## src/rtl/vend_ctrl_multi.sv

```systemverilog
// Coin-operated newspaper vending controller: accumulates credit, pulses dispense,
// returns change over a valid/ack handshake, supports cancel/refund and coin rejection.
module vend_ctrl_multi #(
    parameter int CREDIT_W   = 4,
    parameter int PRICE      = 3,
    parameter int MAX_CREDIT = 8,
    parameter int VAL_A      = 1,
    parameter int VAL_B      = 2,
    parameter int VAL_C      = 5
) (
    input  logic                clock,
    input  logic                reset,
    input  logic [1:0]          coin,
    input  logic                cancel,
    input  logic                change_ack,
    output logic                newspaper,
    output logic                change_valid,
    output logic [CREDIT_W-1:0] change_amt,
    output logic [CREDIT_W-1:0] credit,
    output logic                coin_reject
);

    localparam int SUM_W = CREDIT_W + 1;

    typedef logic [SUM_W-1:0]    sum_t;
    typedef logic [CREDIT_W-1:0] amt_t;

    localparam sum_t MAX_S   = sum_t'(MAX_CREDIT);
    localparam sum_t PRICE_S = sum_t'(PRICE);
    localparam amt_t PRICE_A = amt_t'(PRICE);

    typedef enum logic [1:0] {
        IDLE   = 2'd0,
        ACCUM  = 2'd1,
        VEND   = 2'd2,
        CHANGE = 2'd3
    } state_e;

    state_e r_state;
    amt_t   r_credit;
    amt_t   r_change_amt;
    logic   r_coin_reject;

    state_e w_nxt_state;
    amt_t   w_nxt_credit;
    amt_t   w_nxt_change_amt;
    logic   w_nxt_coin_reject;
    sum_t   w_coin_val;
    sum_t   w_sum;
    amt_t   w_rem;
    logic   w_coin_present;

    // Coin value decode; one bit wider than credit so an oversize sum never wraps.
    always_comb begin
        case (coin)
            2'b01:   w_coin_val = sum_t'(VAL_A);
            2'b10:   w_coin_val = sum_t'(VAL_B);
            2'b11:   w_coin_val = sum_t'(VAL_C);
            default: w_coin_val = '0;
        endcase
    end

    assign w_coin_present = (coin != 2'b00);
    assign w_sum          = {1'b0, r_credit} + w_coin_val;
    assign w_rem          = r_credit - PRICE_A;

    always_comb begin
        // NOTE: every next-state signal gets a default first so no path leaves it
        // unassigned; otherwise synthesis infers a latch.
        w_nxt_state       = r_state;
        w_nxt_credit      = r_credit;
        w_nxt_change_amt  = r_change_amt;
        w_nxt_coin_reject = 1'b0;

        case (r_state)
            IDLE, ACCUM: begin
                if (cancel) begin
                    // A coin arriving with cancel is handed back, never credited.
                    w_nxt_coin_reject = w_coin_present;
                    if (r_credit != '0) begin
                        w_nxt_change_amt = r_credit;
                        w_nxt_credit     = '0;
                        w_nxt_state      = CHANGE;
                    end
                end else if (w_coin_present) begin
                    if (w_sum > MAX_S) begin
                        w_nxt_coin_reject = 1'b1;
                    end else if (w_sum >= PRICE_S) begin
                        w_nxt_credit = w_sum[CREDIT_W-1:0];
                        w_nxt_state  = VEND;
                    end else begin
                        w_nxt_credit = w_sum[CREDIT_W-1:0];
                        w_nxt_state  = ACCUM;
                    end
                end
            end

            VEND: begin
                w_nxt_coin_reject = w_coin_present;
                w_nxt_credit      = '0;
                if (w_rem == '0) begin
                    w_nxt_state = IDLE;
                end else begin
                    w_nxt_change_amt = w_rem;
                    w_nxt_state      = CHANGE;
                end
            end

            CHANGE: begin
                w_nxt_coin_reject = w_coin_present;
                if (change_ack) begin
                    w_nxt_change_amt = '0;
                    w_nxt_state      = IDLE;
                end
            end

            default: begin
                w_nxt_state      = IDLE;
                w_nxt_credit     = '0;
                w_nxt_change_amt = '0;
            end
        endcase
    end

    // NOTE: state registers use non-blocking assignments so every flop samples
    // the pre-edge values regardless of statement order.
    always_ff @(posedge clock) begin
        if (reset) begin
            r_state       <= IDLE;
            r_credit      <= '0;
            r_change_amt  <= '0;
            r_coin_reject <= 1'b0;
        end else begin
            r_state       <= w_nxt_state;
            r_credit      <= w_nxt_credit;
            r_change_amt  <= w_nxt_change_amt;
            r_coin_reject <= w_nxt_coin_reject;
        end
    end

    // Dispense and change handshake are state decodes, so they are mutually exclusive.
    assign newspaper    = (r_state == VEND);
    assign change_valid = (r_state == CHANGE);
    assign change_amt   = r_change_amt;
    assign credit       = r_credit;
    assign coin_reject  = r_coin_reject;

endmodule

```

## config.mk

```make
export PLATFORM = sky130hd
export DESIGN_NAME = vend_ctrl_multi
export DESIGN_NICKNAME = d
export VERILOG_FILES = /design/src/rtl/vend_ctrl_multi.sv
export SDC_FILE = /design/constraint.sdc
export NUM_CORES = 1
export LEC_CHECK = 0
export ABC_AREA = 1
export CORE_MARGIN = 2
export CORE_UTILIZATION = 40
export CTS_BUF_LIST = sky130_fd_sc_hd__clkbuf_4
export CTS_CLUSTER_SIZE = 8
export DETAILED_ROUTE_END_ITERATION = 6
export GPL_ROUTABILITY_DRIVEN = 0
export GPL_TIMING_DRIVEN = 0
export PLACE_DENSITY_LB_ADDON = 0.2
export REMOVE_ABC_BUFFERS = 1
export SLEW_MARGIN = 10
export SYNTH_ARGS = -nofsm -noshare
export SYNTH_HDL_FRONTEND = slang
export SYNTH_SLANG_ARGS = --single-unit
```

## constraint.sdc

```tcl
create_clock -name clock -period 2.21 [get_ports clock]
set_input_delay 0.5525 -clock clock [delete_from_list [all_inputs] [get_ports clock]]
set_output_delay 0.5525 -clock clock [all_outputs]
set_load 0.01 [all_outputs]
```

==> impl_metrics.toml <==
[run_status]
status = "completed"

[synthesis]
yosys.area.top_type_share_pct = 25.7
synth_compound_gate_area_share_pct = 11.0
synth_top_family_by_area = "simple AND/OR/NAND/NOR gates"
synth-xor-area-share_pct = 0
synthAdderAreaFrac_pct = 9.65
synth_edf_count = 0
yosys.area_share.simple_pct = 43.6
synth.avg_cell_area_um2 = 6.25
syn_area_um2 = 856
synth.most_common_cell = "nand2_1"
ys_types = 22
ys_top_cells_by_area = "dfxtp_1 26%, nand2_1 13%, nor2_1 9.6%"
synth_top_area_cell = "dfxtp_1"
async_flop_share_pct = 0
yosysWarnings = 0
synth-seq-cells = 11
muxShareOfSynthArea_pct = 0
synth_commonest_cells = "29 x nand2_1, 22 x nor2_1, 20 x inv_1"
syn_inst = 137
yosysSeqAreaShare_pct = 25.7
synthFlopType = "dfxtp_1"

[clock_network]
cts-htree-levels = 1
clock_path_buffers = 2
tritoncts = "built"
worst_setup_hold_path_clk_slew_ns = 0.06
cts_inserted_buffers = 3
clk_latency_ns = 0.26
numClockSinks = 11
ctsHoldBuffers = 0
clockRootBuffer = "clkbuf_4"

[route]
first_iter_violations = 6
drcViolationCount = 0
num_vias = 914
drt_wl_total_mm = 1.97
vias_per_cell = 4.84
wl_per_cell_um = 10.4
first_pass_iters = 4
ant_nets = 0

[cells_and_area]
diodes = 0
final_cell_area_mm2 = 0.00113
synthToLayoutAreaGrowth_pct = 32.2
drive_gt1_share_pct = 16.0
fin_cells = 189
multi_input_area_um2 = 576
fin_nets = 175
fillers = 196
regArea_um2 = 221

[die]
die_w_um = 50.3
core-area_mm2 = 0.00198
dieArea_mm2 = 0.00253
rows = 16
die_h_um = 50.3
initial_utilization_pct = 43.2
io_pins = 17

[placed_design]
dp_cells = 180
io_buffers = 16
place_area_mm2 = 0.00105
dp_hpwl_mm = 1.49

[power_and_ir_drop]
pwr-share-comb_pct = 62.1
power.density_mw_per_mm2 = 1120
p_leak_nw = 0.549
switching_share_pct = 45.1
p_clk_share_pct = 11.4
p_switching_w = 0.000573
ir_drop_uv = 609
seqPwrFrac_pct = 26.5
p_int_w = 0.000698

[grt]
grt_max_degree = 11
grt_use_total_pct = 17.1
grt_pass1_vias = 852
grt_use_met3_pct = 6.25
gr-usage-met2_pct = 30.3
gr-usage-met1_pct = 19.9
antenna_found_initial = 0
overflow = 0
grt_pass1_wl_mm = 3.40
grt.busiest_layer = "met2"

[sta]
layout_min_cycle_time_ns = 2.09
max_freq_mhz = 479
fin_setup_tns_ns = 0
relSlewSlack_pct = 70.5
hold_viol = 0
clock-skew-final_ns = 0.000257
final_max_slew_viol_count = 0
min_period_over_period_pct = 94.4
finalSetupViolCount = 0
worstMarginPinSlew_ns = 0.441

[setup_path]
required_ns = 1.66
endpoint_kind = "primary output"
crit_path_max_fanout = 8
cp-start-kind = "flip-flop"
path_class = "reg2out"
cp_data_arrival_time_ns = 1.53

[hold_path]
hold_path_class = "reg2reg"

[run]
cap_violations = 0
[worst paths after layout]
kind / from / depth (start not counted) / endpoint / slack, ns
worst max-delay path: r_state[1] / 3 / newspaper / 0.12
worst max register to register: credit[0] / 10 / credit[3] / 0.26
worst min-delay path: change_amt[1] / 2 / change_amt[1] / 0.48
worst min register to register: change_amt[1] / 2 / change_amt[1] / 0.48
[worst max-delay path, stage by stage (launching register included)]
cell	delay, ns
dfxtp_2	0.40
inv_1	0.11
nor2_4	0.18
clkdlybuf4s50_1	0.57
[cell usage in the layout, fill, tap and decap left out, types with 2 or more instances in the layout]
master           count
nand2_1             29
inv_1               20
nor2_1              20
nand3_1             15
clkdlybuf4s50_1     14
dfxtp_1             10
a21oi_1              8
o21ai_0              7
nand2_2              4
ha_1                 4
clkbuf_4             4
buf_4                4
nor2_4               2
inv_2                2
nand3_2              2
nand2_4              2
[flip-flops by register name, summed over array words and instances, names as in the netlist]
signal and cells:
change_amt 4, coin_reject 1, r_state 2, credit 4
[metal layers]
layer,vias up,share of wire (%)
met5,-,0
met2,13,50
met1,409,46
met4,0,0
li1,492,-
met3,0,4.2
[layout make-up]
type	count	area share, %
clock buffers	4	2.65
inverters	23	7.63
multi-input cells	104	50.9
flip-flops and latches	11	19.6
well taps	27	2.99
repair buffers	20	16.3
[stage by stage]
step           util [%]  hold WS, ns  setup WS, ns  total power (W)
2_1_floorplan         -        0.511         0.211         0.000853
3_3_place_gp       53.0        0.459        -0.384          0.00106
3_5_place_dp       53.0        0.469        -0.411          0.00108
4_1_cts            56.1        0.485        0.0246          0.00126
5_1_grt            57.1        0.513     -0.000905          0.00141
6_report           57.1        0.477         0.124          0.00127
[power groups by stage]
| stage | clock network (W) | registers [W] | logic (W) |
|---|---|---|---|
| 2_1_floorplan | 0 | 0.000346 | 0.000506 |
| 3_3_place_gp | 0 | 0.000338 | 0.000723 |
| 3_5_place_dp | 0 | 0.000340 | 0.000738 |
| 4_1_cts | 0.000152 | 0.000336 | 0.000773 |
| 5_1_grt | 0.000160 | 0.000347 | 0.000901 |
| 6_report | 0.000145 | 0.000337 | 0.000789 |
[timing repair]
action                     4_1_cts  5_1_grt
pin swaps                        4        3
setup buffers                    2        2
setup endpoints to repair        6        7
gates resized for setup          5        5
gates cloned                     1        0
[cells by family after synthesis]
family,Yosys count
buffers and inverters,23
flip-flops,11
AND/OR/NAND/NOR,79
AO/OA/AOI/OAI,18
adder cells (fa/ha/maj),6
No activity file was read; power rests on OpenSTA's default activity.
